===== src/rtl/trap_sequencer.sv =====
// Machine-mode trap entry / MRET return sequencer for the rv32i pipeline.
// Optional drain watchdog compiled in with `define TRAP_SEQ_WATCHDOG_EN.
module trap_sequencer #(
    parameter int DRAIN_MAX = 15
) (
    input  logic        clk,
    input  logic        reset_n,
    input  logic        irq_pending_i,
    input  logic [31:0] trap_vec_i,
    input  logic        mret_i,
    input  logic [31:0] mret_pc_i,
    input  logic        pipe_empty_i,
    input  logic        mem_busy_i,
    input  logic [31:0] fetch_pc_i,
    input  logic        oldest_valid_i,
    input  logic [31:0] oldest_pc_i,
    output logic        stall_fetch_o,
    output logic        flush_o,
    output logic        redirect_valid_o,
    output logic [31:0] redirect_pc_o,
    output logic        trap_enter_o,
    output logic [31:0] trap_epc_o,
    output logic        mret_ack_o,
    output logic        busy_o
);
    // state | meaning
    // IDLE  | no trap activity, pipeline runs freely
    // DRAIN | interrupt pending, fetch stalled while older instructions retire
    // TRAP  | one cycle: pulse trap entry, flush, redirect to trap vector
    // MRET  | one cycle: pulse CSR restore, flush, redirect to mepc
    typedef enum logic [1:0] {
        ST_IDLE  = 2'd0,
        ST_DRAIN = 2'd1,
        ST_TRAP  = 2'd2,
        ST_MRET  = 2'd3
    } state_t;

    state_t      state, state_nxt;
    logic [31:0] epc_q, epc_nxt;
    logic [31:0] mret_pc_q, mret_pc_nxt;

`ifdef TRAP_SEQ_WATCHDOG_EN
    logic [7:0] cnt_q, cnt_nxt;
    logic       wd_fire;

    // Fires once this DRAIN cycle brings the completed-cycle count to DRAIN_MAX.
    assign wd_fire = ({1'b0, cnt_q} + 9'd1) >= 9'(DRAIN_MAX);
`else
    logic unused_watchdog;
    assign unused_watchdog = ^{oldest_valid_i, oldest_pc_i, 8'(DRAIN_MAX)};
`endif

    always_ff @(posedge clk or negedge reset_n) begin
        if (!reset_n) begin
            state     <= ST_IDLE;
            epc_q     <= 32'h0;
            mret_pc_q <= 32'h0;
`ifdef TRAP_SEQ_WATCHDOG_EN
            cnt_q     <= 8'h0;
`endif
        end else begin
            state     <= state_nxt;
            epc_q     <= epc_nxt;
            mret_pc_q <= mret_pc_nxt;
`ifdef TRAP_SEQ_WATCHDOG_EN
            cnt_q     <= cnt_nxt;
`endif
        end
    end

    always_comb begin
        state_nxt        = state;
        epc_nxt          = epc_q;
        mret_pc_nxt      = mret_pc_q;
`ifdef TRAP_SEQ_WATCHDOG_EN
        cnt_nxt          = cnt_q;
`endif
        stall_fetch_o    = 1'b0;
        flush_o          = 1'b0;
        redirect_valid_o = 1'b0;
        redirect_pc_o    = 32'h0;
        trap_enter_o     = 1'b0;
        trap_epc_o       = 32'h0;
        mret_ack_o       = 1'b0;
        busy_o           = (state != ST_IDLE);

        case (state)
            ST_IDLE: begin
                if (mret_i) begin
                    state_nxt   = ST_MRET;
                    mret_pc_nxt = mret_pc_i;
                end else if (irq_pending_i) begin
                    state_nxt = ST_DRAIN;
`ifdef TRAP_SEQ_WATCHDOG_EN
                    cnt_nxt   = 8'h0;
`endif
                end
            end
            ST_DRAIN: begin
                stall_fetch_o = 1'b1;
                if (mret_i) begin
                    state_nxt   = ST_MRET;
                    mret_pc_nxt = mret_pc_i;
                end else if (!irq_pending_i) begin
                    state_nxt = ST_IDLE;
                end else if (pipe_empty_i && !mem_busy_i) begin
                    state_nxt = ST_TRAP;
                    epc_nxt   = fetch_pc_i;
`ifdef TRAP_SEQ_WATCHDOG_EN
                end else if (wd_fire && !mem_busy_i) begin
                    // Older instructions are flushed and replayed after MRET.
                    state_nxt = ST_TRAP;
                    epc_nxt   = oldest_valid_i ? oldest_pc_i : fetch_pc_i;
                end else if (cnt_q != 8'hFF) begin
                    cnt_nxt = cnt_q + 8'd1;
`endif
                end
            end
            ST_TRAP: begin
                stall_fetch_o    = 1'b1;
                flush_o          = 1'b1;
                redirect_valid_o = 1'b1;
                redirect_pc_o    = trap_vec_i;
                trap_enter_o     = 1'b1;
                trap_epc_o       = epc_q & 32'hFFFF_FFFE;
                state_nxt        = ST_IDLE;
            end
            ST_MRET: begin
                flush_o          = 1'b1;
                redirect_valid_o = 1'b1;
                redirect_pc_o    = mret_pc_q & 32'hFFFF_FFFE;
                mret_ack_o       = 1'b1;
                state_nxt        = ST_IDLE;
            end
            default: state_nxt = ST_IDLE;
        endcase
    end
endmodule


===== config.mk =====
export PLATFORM = sky130hd
export DESIGN_NAME = trap_sequencer
export DESIGN_NICKNAME = d
export VERILOG_FILES = /design/src/rtl/trap_sequencer.sv
export SDC_FILE = /design/constraint.sdc
export NUM_CORES = 1
export LEC_CHECK = 0
export BUFFER_PORTS_ARGS = -buffer_cell sky130_fd_sc_hd__buf_2
export CAP_MARGIN = 20
export CORE_MARGIN = 2
export CORE_UTILIZATION = 43
export CTS_CLUSTER_SIZE = 24
export DETAILED_ROUTE_END_ITERATION = 7
export GPL_ROUTABILITY_DRIVEN = 0
export PLACE_DENSITY = 0.81
export SLEW_MARGIN = 0
export SYNTH_ARGS = -nofsm -noshare
export SYNTH_HDL_FRONTEND = slang
export SYNTH_SLANG_ARGS = --single-unit

===== constraint.sdc =====
create_clock -name clk -period 2.4 [get_ports clk]
set_input_delay 0.36 -clock clk [delete_from_list [all_inputs] [get_ports clk]]
set_output_delay 0.36 -clock clk [all_outputs]
set_load 0.02 [all_outputs]

==> out/results.tsv, run 1 <==
metric	value	unit
die_h	90.7	um
grt_overflow	0	
ff2ff_setup_slack	610	ps
fill_cells	555	
reg2reg_from	state[0]	
clk_pin_slew	80	ps
portBuffers	168	
crit_type	reg2out	
vias_per_cell	4.79	
cp-startpoint	state[1]	
synth-simple-area-share	0.0872	
cts_buffers	9	
grt_pass1_vias	2524	
syn2layout_area_growth	38.3	%
initial_core_util	0.445	
arrival	1950	ps
tns	0	ps
yosysWarnings	0	
ir_drop	0.000568	V
cts_buffer_depth	2	
regArea	0.00160	mm2
critPathCapture	redirect_pc_o[30]	
diodes	0	
via_count	2444	
synthAdderAreaFrac	0.0194	
final.setup.worst_slack	92.5	ps
crit_chain	ha_1 -> or2_4 -> and2_4 -> clkbuf_16 -> a22o_1 -> buf_2	
core	0.00725	mm2
root_buffer	clkbuf_8	
antenna_found_initial	0	
total_power	5.24	mW
async_flop_share	1.00	
dr.first_iter.drc_count	33	
cts_tree	done	
drcViolationCount	0	
h-tree-depth	3	
setup-violations-final	0	
synth.area.mux_share	0.251	
drt-total-wl	7.18	mm
grt_pass1_wl	11.7	mm
synth_top_area_cell	dfrtp_1	
final_cell_area	0.00447	mm2
post-synth-top-area-fraction	0.496	
dr.pass1.iters	4	
std_cell_rows	31	
leakagePower	2.46	nW
power_per_cell_area	1170	mW/mm2
hold_path.class	in2reg	
r2r_end	mret_pc_q[27]	
synth_cell_types	25	
fin_util	0.616	
synth-seq-area-share	0.496	
path_buf_inv	2	
insertion_delay	330	ps
syn_area	0.00323	mm2
io_pins	205	
max_stage_delay	430	ps
ant_nets	0	
grt_max_degree	34	
endpoint_kind	output port	
synth_compound_area_frac	0.0961	
drive_gt1_frac	0.562	
die-width	90.7	um
finalClockSkew	9.33	ps
hpwl	5.24	mm
hold_violations	0	
synth_ff_type	dfrtp_1	
fmaxAchievable	433	MHz
worst_path_dominant_cell_family	simple AND/OR/NAND/NOR gates	
grt_use_total	0.178	
ys_top_cells_by_count	64 x dfrtp_1, 33 x and2_1, 32 x mux2_1	
die_area	0.00822	mm2
clkSinkCount	64	
ys_ff_latch	64	
synth_top_family_by_area	multiplexers	
synth-edff-count	0	
crit_required	2040	ps
syn-num-nets	375	
wl_per_cell	14.1	um
syn_avg_cell_area	13.7	um2
path_depth	6	
cp_slowest_cell	dfrtp_1	
critical_path.startpoint_type	register	
finalCritPeriodShare	0.961	
crit_fanout	15	
synth_xor_area_frac	0	
yosysMostFrequentCell	dfrtp_1	
maxCapViolCount	0	
place_area	0.00415	mm2
nets	546	
min_period	2310	ps
dp_slack	287	ps
rsz0062_at_grt	false	
multi_input_comb_area	0.00149	mm2
syn_inst	235	
drv_slew	0	
r2r_cells	5	
ys_top_cells_by_area	dfrtp_1 50%, mux2_4 14%, mux2_1 11%, a22o_1 8.4%, and2_1 6.4%	
status	finished clean	
==> worst min path at each step <==
stage / from / end / slack, ps / depth (start not counted)
3_3_place_gp: reset_n / mret_pc_q[10] / 220 / 1
3_5_place_dp: reset_n / mret_pc_q[10] / 230 / 1
2_1_floorplan: reset_n / epc_q[10] / 60 / 0
5_1_grt: mret_pc_i[8] / mret_pc_q[8] / 230 / 2
6_report: mret_pc_i[8] / mret_pc_q[8] / 230 / 2
4_1_cts: mret_pc_i[8] / mret_pc_q[8] / 210 / 2
==> cells by family (layout without fill, tap and decap cells) <==
| kind of cell | count (synthesis) | in the layout |
|---|---|---|
| adders and majority gates | 5 | 5 |
| DFF | 64 | 64 |
| other | 1 | 1 |
| muxes | 62 | 62 |
| buffers and inverters | 23 | 199 |
| AOI/OAI and AO/OA | 37 | 37 |
| and+or+nand+nor | 43 | 43 |
==> layout by cell type (no fill, tap or decap) <==
cell and instances:
nand4_2 1, nor2_1 2, clkinvlp_4 1, mux2_4 30, buf_2 167, inv_2 2, mux2_1 32, dfrtp_1 64
ha_1 5, nand4b_1 1, nand2b_1 3, and2_1 32, and2_4 1, o22ai_1 1, o221ai_1 1, a21oi_1 2
clkbuf_8 9, nor3b_1 1, o21ai_4 1, clkinv_2 1, buf_12 4, conb_1 1, clkbuf_16 1, dlygate4sd3_1 1
or2_4 1, buf_4 6, nor2b_4 1, bufinv_16 3, clkinv_4 2, a221oi_1 1, inv_1 2, a22o_1 31
==> flip-flops by register name (all words and copies together) (netlist names) <==
| name | cells |
|---|---|
| state | 2 |
| mret_pc_q | 31 |
| epc_q | 31 |
==> stage by stage <==
step,hold WS [ps],cells
final,233,510
after global routing,227,510
after CTS,209,508
after detailed placement,226,490
after global placement,221,490
after floorplan,64.4,235
==> report_power, final <==
| group | internal (mW) | switching, mW | total [mW] |
|---|---|---|---|
| Combinational | 1.13 | 1.16 | 2.29 |
| Clock | 0.691 | 0.412 | 1.10 |
| Sequential | 1.58 | 0.270 | 1.85 |
==> final cells by class <==
| cell class | count | area share |
|---|---|---|
| Sequential cell | 64 | 0.359 |
| Multi-Input combinational cell | 148 | 0.333 |
| Tap cell | 99 | 0.0277 |
| Inverter | 4 | 0.00336 |
| Timing Repair Buffer | 179 | 0.223 |
| Clock buffer | 9 | 0.0277 |
| Clock inverter | 7 | 0.0269 |
==> layer usage <==
metal  share of wire  track usage
met3           0.085       0.0526
met4           0.016       0.0808
met2            0.48        0.307
met1            0.42        0.204
met5               0            0
==> timing repair <==
action / 4_1_cts / 5_1_grt
resized for setup: 1 / 7
gates cloned: 0 / 1
setup endpoints to repair: 31 / 31
pin swaps: 0 / 1
hold buffers: 1 / 0
hold endpoints to repair: 7 / 0
buffers inserted: 1 / 1
No activity file was read; power rests on OpenSTA's default activity.
==> run 2, diff against run 1 <==
--- a/config.mk
+++ b/config.mk
@@ -12,7 +12,7 @@
 export CTS_CLUSTER_SIZE = 24
 export DETAILED_ROUTE_END_ITERATION = 7
 export GPL_ROUTABILITY_DRIVEN = 0
-export PLACE_DENSITY = 0.81
+export PLACE_DENSITY = 0.91
 export SLEW_MARGIN = 0
 export SYNTH_ARGS = -nofsm -noshare
 export SYNTH_HDL_FRONTEND = slang
==> run 2 against run 1 <==
Net effect: register-to-register slack worse by 160 ps; sequential share of layout area is 0.91 points higher; global-route usage is 0.18 points higher; via count is 2.5% higher; first-iteration DRC count is 39% higher; worst hold slack worse by 170 ps; sequential cell count stayed put; total power is 5.8% lower; clock power is 28% lower; count of clock-buffer cells in the layout is 4 higher; non-clock buffer count is 1 lower; largest cell class unchanged.
==> out/results.tsv, run 2 (synthesized netlist as in run 1, its figures left out) <==
metric	value	unit	change
hpwl	5.44	mm	+3.8%
arrival	1930	ps	-20 ps
die_area	0.00822	mm2	unchanged
h-tree-depth	3		unchanged
core	0.00725	mm2	unchanged
crit_chain	inv_1 -> ha_1 -> or2_4 -> and2_4 -> clkbuf_16 -> a22o_1 -> buf_2		
nets	545		-0.18%
drcViolationCount	0		unchanged
critical_path.startpoint_type	register		
crit_fanout	15		unchanged
tightestPinTransition	686	ps	
maxCapViolCount	0		unchanged
wl_per_cell	14.9	um	+5.9%
die_h	90.7	um	unchanged
cp_slowest_cell	dfrtp_1		
grt_max_degree	36		+5.9%
io_pins	205		unchanged
cts_buffer_depth	2		unchanged
dr.pass1.iters	4		unchanged
endpoint_kind	output port		
dp_slack	292	ps	+4.35 ps
min_period	2290	ps	-19.6 ps
crit_required	2040	ps	about the same
setup-violations-final	0		unchanged
layout_common_cells	168 x buf_2, 64 x dfrtp_1, 32 x and2_1, 32 x mux2_1, 31 x a22o_1		
vias_per_cell	4.92		+2.7%
final_common_cell	buf_2		
clk_pin_slew	80	ps	about the same
antenna_found_initial	0		unchanged
rsz0062_at_grt	false		
dr.first_iter.drc_count	46		+39%
cts_hold_buffers	0		-1
sequentialPowerShare	0.375		+0.022
grt_overflow	0		unchanged
cts_buffers	9		unchanged
drt-total-wl	7.59	mm	+5.7%
leakagePower	2.41	nW	-1.9%
p_int	3.09	mW	-9.0%
diodes	0		unchanged
fill_cells	589		+6.1%
grt_pass1_wl	11.9	mm	+1.9%
syn2layout_area_growth	34.9	%	
power_per_cell_area	1130	mW/mm2	-3.5%
max_stage_delay	360	ps	-70 ps
pwr-share-comb	0.463		+0.027
insertion_delay	330	ps	about the same
finalCritPeriodShare	0.953		-0.00817
drive_gt1_frac	0.554		-0.00839
pwr-share-clk	0.161		-0.050
grt_use_total	0.180		+0.00176
finalClockSkew	12.1	ps	+2.74 ps
crit_type	reg2out		
grt_pass1_vias	2554		+1.2%
initial_core_util	0.445		unchanged
fmaxAchievable	437	MHz	+0.86%
drv_slew	0		unchanged
hold_violations	0		unchanged
portBuffers	168		unchanged
clkSinkCount	64		unchanged
ant_nets	0		unchanged
via_count	2504		+2.5%
hold_path.class	in2async		
power.share.switching	0.373		+0.0218
std_cell_rows	31		unchanged
tns	0	ps	unchanged
cts_tree	done		
top_regs	epc_q x31, mret_pc_q x31, state x2		
switching_power	1.84	mW	about the same
maxSlewHeadroom	0.543		
status	finished clean		
die-width	90.7	um	unchanged
root_buffer	clkbuf_8		
ir_drop	0.000418	V	-26%
final.setup.worst_slack	112	ps	+19.6 ps
## run 2: cell count changes in the layout (fill, tap and decap cells not counted)
| cell | change |
|---|---|
| o21ai_4 | -1 |
| inv_1 | +1 |
| inv_2 | -1 |
| clkbuf_1 | +3 |
| dlygate4sd3_1 | -1 |
| clkbuf_8 | +1 |
| clkinv_4 | -2 |
| o21ai_2 | +1 |
| buf_12 | -1 |
| clkinv_2 | +1 |
| buf_2 | +1 |
| bufinv_16 | -3 |
## run 2: power by group through the flow
stage / Clock [mW] / Combinational, mW / Sequential, mW
6_report: 0.796 / 2.29 / 1.85
3_3_place_gp: 0 / 2.13 / 1.83
2_1_floorplan: 0 / 1.67 / 1.77
3_5_place_dp: 0 / 2.21 / 1.87
5_1_grt: 0.876 / 2.46 / 1.92
4_1_cts: 0.820 / 2.23 / 1.86
## run 2: timing repair
action                     4_1_cts  5_1_grt
setup buffers                    1        2
resized for setup                1        5
setup endpoints to repair       31       31
cloned                           0        1
## run 2: metal layers
layer  up-vias  GRT usage  part of all wire
met5         -          0                 0
met4         0     0.0718             0.018
met3        15     0.0451             0.072
met2       114      0.316              0.50
met1      1206      0.211              0.41
li1       1169          -                 -
## run 2: cell type report
type	count	area [um2]	area share
well taps	99	124	0.0284
clock inverters	3	17.5	0.00402
repair buffers	178	971	0.223
flip-flops and latches	64	1600	0.368
inverters	4	15.0	0.00345
clock buffers	13	149	0.0342
multi-input cells	148	1480	0.339
## run 2: stage by stage
step	util	hold WS, ps	std cells	power (mW)	cell area [um2]
2_1_floorplan	-	64.4	235	3.45	3230
3_3_place_gp	0.569	436	489	3.97	4120
3_5_place_dp	0.569	441	489	4.08	4120
4_1_cts	0.593	76.7	506	4.91	4300
5_1_grt	0.600	128	509	5.26	4360
6_report	0.600	61.5	509	4.93	4360
## run 2: worst max-delay path, delay by kind of cell (launching register included)
kind / cells / cell delay (ps)
AND/OR/NAND/NOR: 2 / 420
AO/OA/AOI/OAI: 1 / 200
adder cells (fa/ha/maj): 1 / 210
buffers and inverters: 3 / 410
flip-flops: 1 / 360
## run 2: final timing paths
kind	from	endpoint	slack, ps	depth (start not counted)
min in group clk	mret_pc_i[6]	mret_pc_q[6]	240	2
max in group asynchronous	reset_n	mret_pc_q[12]	1690	2
worst max-delay path	state[0]	redirect_pc_o[25]	110	7
worst max register to register	state[0]	mret_pc_q[5]	450	6
worst min-delay path	reset_n	mret_pc_q[16]	60	1
worst min register to register	mret_pc_q[14]	mret_pc_q[14]	490	1
==> run 3, diff against run 2 <==
--- a/config.mk
+++ b/config.mk
@@ -12,6 +12,7 @@
 export CTS_CLUSTER_SIZE = 24
 export DETAILED_ROUTE_END_ITERATION = 7
 export GPL_ROUTABILITY_DRIVEN = 0
+export GPL_TIMING_DRIVEN = 0
 export PLACE_DENSITY = 0.91
 export SLEW_MARGIN = 0
 export SYNTH_ARGS = -nofsm -noshare
==> constraint.sdc (replaced) <==
create_clock -name clk -period 2.6 [get_ports clk]
set_input_delay 0.39 -clock clk [delete_from_list [all_inputs] [get_ports clk]]
set_output_delay 0.39 -clock clk [all_outputs]
set_load 0.02 [all_outputs]
==> run 3 against run 2 <==
Net effect: sequential share of layout area is 0.76 points lower; count of clock-buffer cells in the layout is 1 lower; clock skew is 2.6 ps higher; clock power is 19% higher; cell area is 2.1% higher; worst hold slack better by 55 ps; critical endpoint unchanged.
==> out/results.tsv, run 3 (synthesized netlist as in run 1, its figures left out) <==
metric	value	unit	change
antenna_found_initial	0		unchanged
hold_violations	0		unchanged
total_power	4.80	mW	-2.8%
drt-total-wl	8.08	mm	+6.5%
leakagePower	2.46	nW	+2.0%
hpwl	6.25	mm	+15%
grt_max_degree	36		unchanged
tightestPinTransition	711	ps	+25.3 ps
final_common_cell	buf_2		
grt_use_total	0.197		+0.0171
vias_per_cell	5.00		+1.6%
tns	0	ps	unchanged
crit_chain	inv_1 -> ha_1 -> or2_4 -> and2_1 -> buf_6 -> buf_6 -> a22o_1 -> buf_2		
r2r_cells	6		unchanged
multi_input_comb_area	0.00147	mm2	-0.25%
crit_type	reg2out		
p_int	3.08	mW	-0.40%
syn2layout_area_growth	37.7	%	
nets	556		+2.0%
ant_nets	0		unchanged
status	finished clean		
root_buffer	clkbuf_8		
ff2ff_setup_slack	630	ps	+180 ps
r2r_end	mret_pc_q[10]		
cp_slowest_cell	dfrtp_1		
cts_buffers	9		unchanged
initial_core_util	0.445		unchanged
fmaxAchievable	402	MHz	
switching_power	1.71	mW	-6.9%
finalCritPeriodShare	0.956		
power_per_cell_area	1080	mW/mm2	-4.8%
path_depth	8		+1
critical_path.startpoint_type	register		
worst_path_dominant_cell_family	buffers and inverters		
layout_common_cells	169 x buf_2, 64 x dfrtp_1, 33 x and2_1, 32 x mux2_1, 31 x a22o_1		
sequentialPowerShare	0.356		-0.019
std_cell_rows	31		unchanged
rsz0062_at_grt	false		
clkSinkCount	64		unchanged
reg2reg_from	state[1]		
h-tree-depth	3		unchanged
die-width	90.7	um	unchanged
io_pins	205		unchanged
pwr-share-clk	0.197		+0.036
grt_overflow	0		unchanged
portBuffers	168		unchanged
dr.pass1.iters	6		+2
crit_path_frequent_cell	buf_6		
crit_fanout	10		-5
hold_path.class	in2async		
maxSlewHeadroom	0.526		-0.0169
dr.first_iter.drc_count	62		+35%
drcViolationCount	0		unchanged
grt_pass1_wl	13.0	mm	+9.4%
dp_slack	409	ps	+117 ps
setup-violations-final	0		unchanged
diodes	0		unchanged
clk_pin_slew	80	ps	about the same
arrival	2100	ps	+170 ps
crit_required	2210	ps	+170 ps
die_h	90.7	um	unchanged
path_buf_inv	4		+1
pwr-share-comb	0.447		-0.016
die_area	0.00822	mm2	unchanged
critPathCapture	redirect_pc_o[25]		
insertion_delay	330	ps	about the same
top_regs	epc_q x31, mret_pc_q x31, state x2		
endpoint_kind	output port		
finalClockSkew	14.7	ps	+2.62 ps
grt_pass1_vias	2715		+6.3%
core	0.00725	mm2	unchanged
cts_buffer_depth	2		unchanged
fill_cells	577		-2.0%
drive_gt1_frac	0.552		-0.00128
regArea	0.00160	mm2	unchanged
drv_slew	0		unchanged
cp-startpoint	state[0]		
via_count	2595		+3.6%
final.setup.worst_slack	114	ps	+1.96 ps
max_stage_delay	390	ps	+30 ps
wl_per_cell	15.6	um	+4.5%
ir_drop	0.000488	V	+17%
power.share.switching	0.357		-0.0157
maxCapViolCount	0		unchanged
cts_tree	done		
min_period	2490	ps	
hold_ws	116	ps	+54.8 ps
run 3: changes by cell type in the layout (fill, tap and decap cells not counted), sizes merged:
cell and change:
clkinvlp -1, bufinv +2, clkinv -1, clkbuf +4, buf +6
run 3: power groups by stage:
stage	clock network [mW]	registers, mW	logic [mW]
global placement	0	1.69	2.06
detailed placement	0	1.72	2.14
global route	1.01	1.77	2.32
CTS	0.966	1.71	2.14
floorplan	0	1.64	1.54
finish	0.945	1.71	2.14
run 3: what timing repair did:
item                                    in CTS  in global routing
resized for setup                            0                  2
setup buffers                                0                  1
endpoints found under the setup margin       0                 30
hold buffers                                 0                  0
endpoints found under the hold margin        0                  0
run 3: through the flow:
| step | util | area (um2) | cells |
|---|---|---|---|
| 2_1_floorplan | - | 3230 | 235 |
| 3_3_place_gp | 0.578 | 4190 | 502 |
| 3_5_place_dp | 0.581 | 4210 | 503 |
| 4_1_cts | 0.611 | 4430 | 518 |
| 5_1_grt | 0.613 | 4450 | 519 |
| 6_report | 0.613 | 4450 | 519 |
run 3: how the worst min path moves through the flow:
stage | endpoint | slack, ps | cells past startpoint
2_1_floorplan | epc_q[10] | 90 | 0
3_5_place_dp | mret_pc_q[17] | 480 | 1
4_1_cts | mret_pc_q[13] | 120 | 1
3_3_place_gp | epc_q[8] | 470 | 1
5_1_grt | mret_pc_q[13] | 160 | 1
6_report | state[1] | 120 | 1
run 3: routing by layer:
metal | global-route usage | vias to the layer above | wire length (um)
li1 | - | 1188 | -
met1 | 0.234 | 1257 | 3190
met2 | 0.353 | 131 | 4140
met3 | 0.0451 | 19 | 586
met4 | 0.0628 | 0 | 159
met5 | 0 | - | 0
run 3: layout make-up:
cell class,count,area share
Buffer,19,0.0324
Inverter,4,0.00338
Multi-Input combinational cell,148,0.331
Clock inverter,3,0.0146
Timing Repair Buffer,170,0.195
Sequential cell,64,0.360
Tap cell,99,0.0279
Clock buffer,12,0.0349
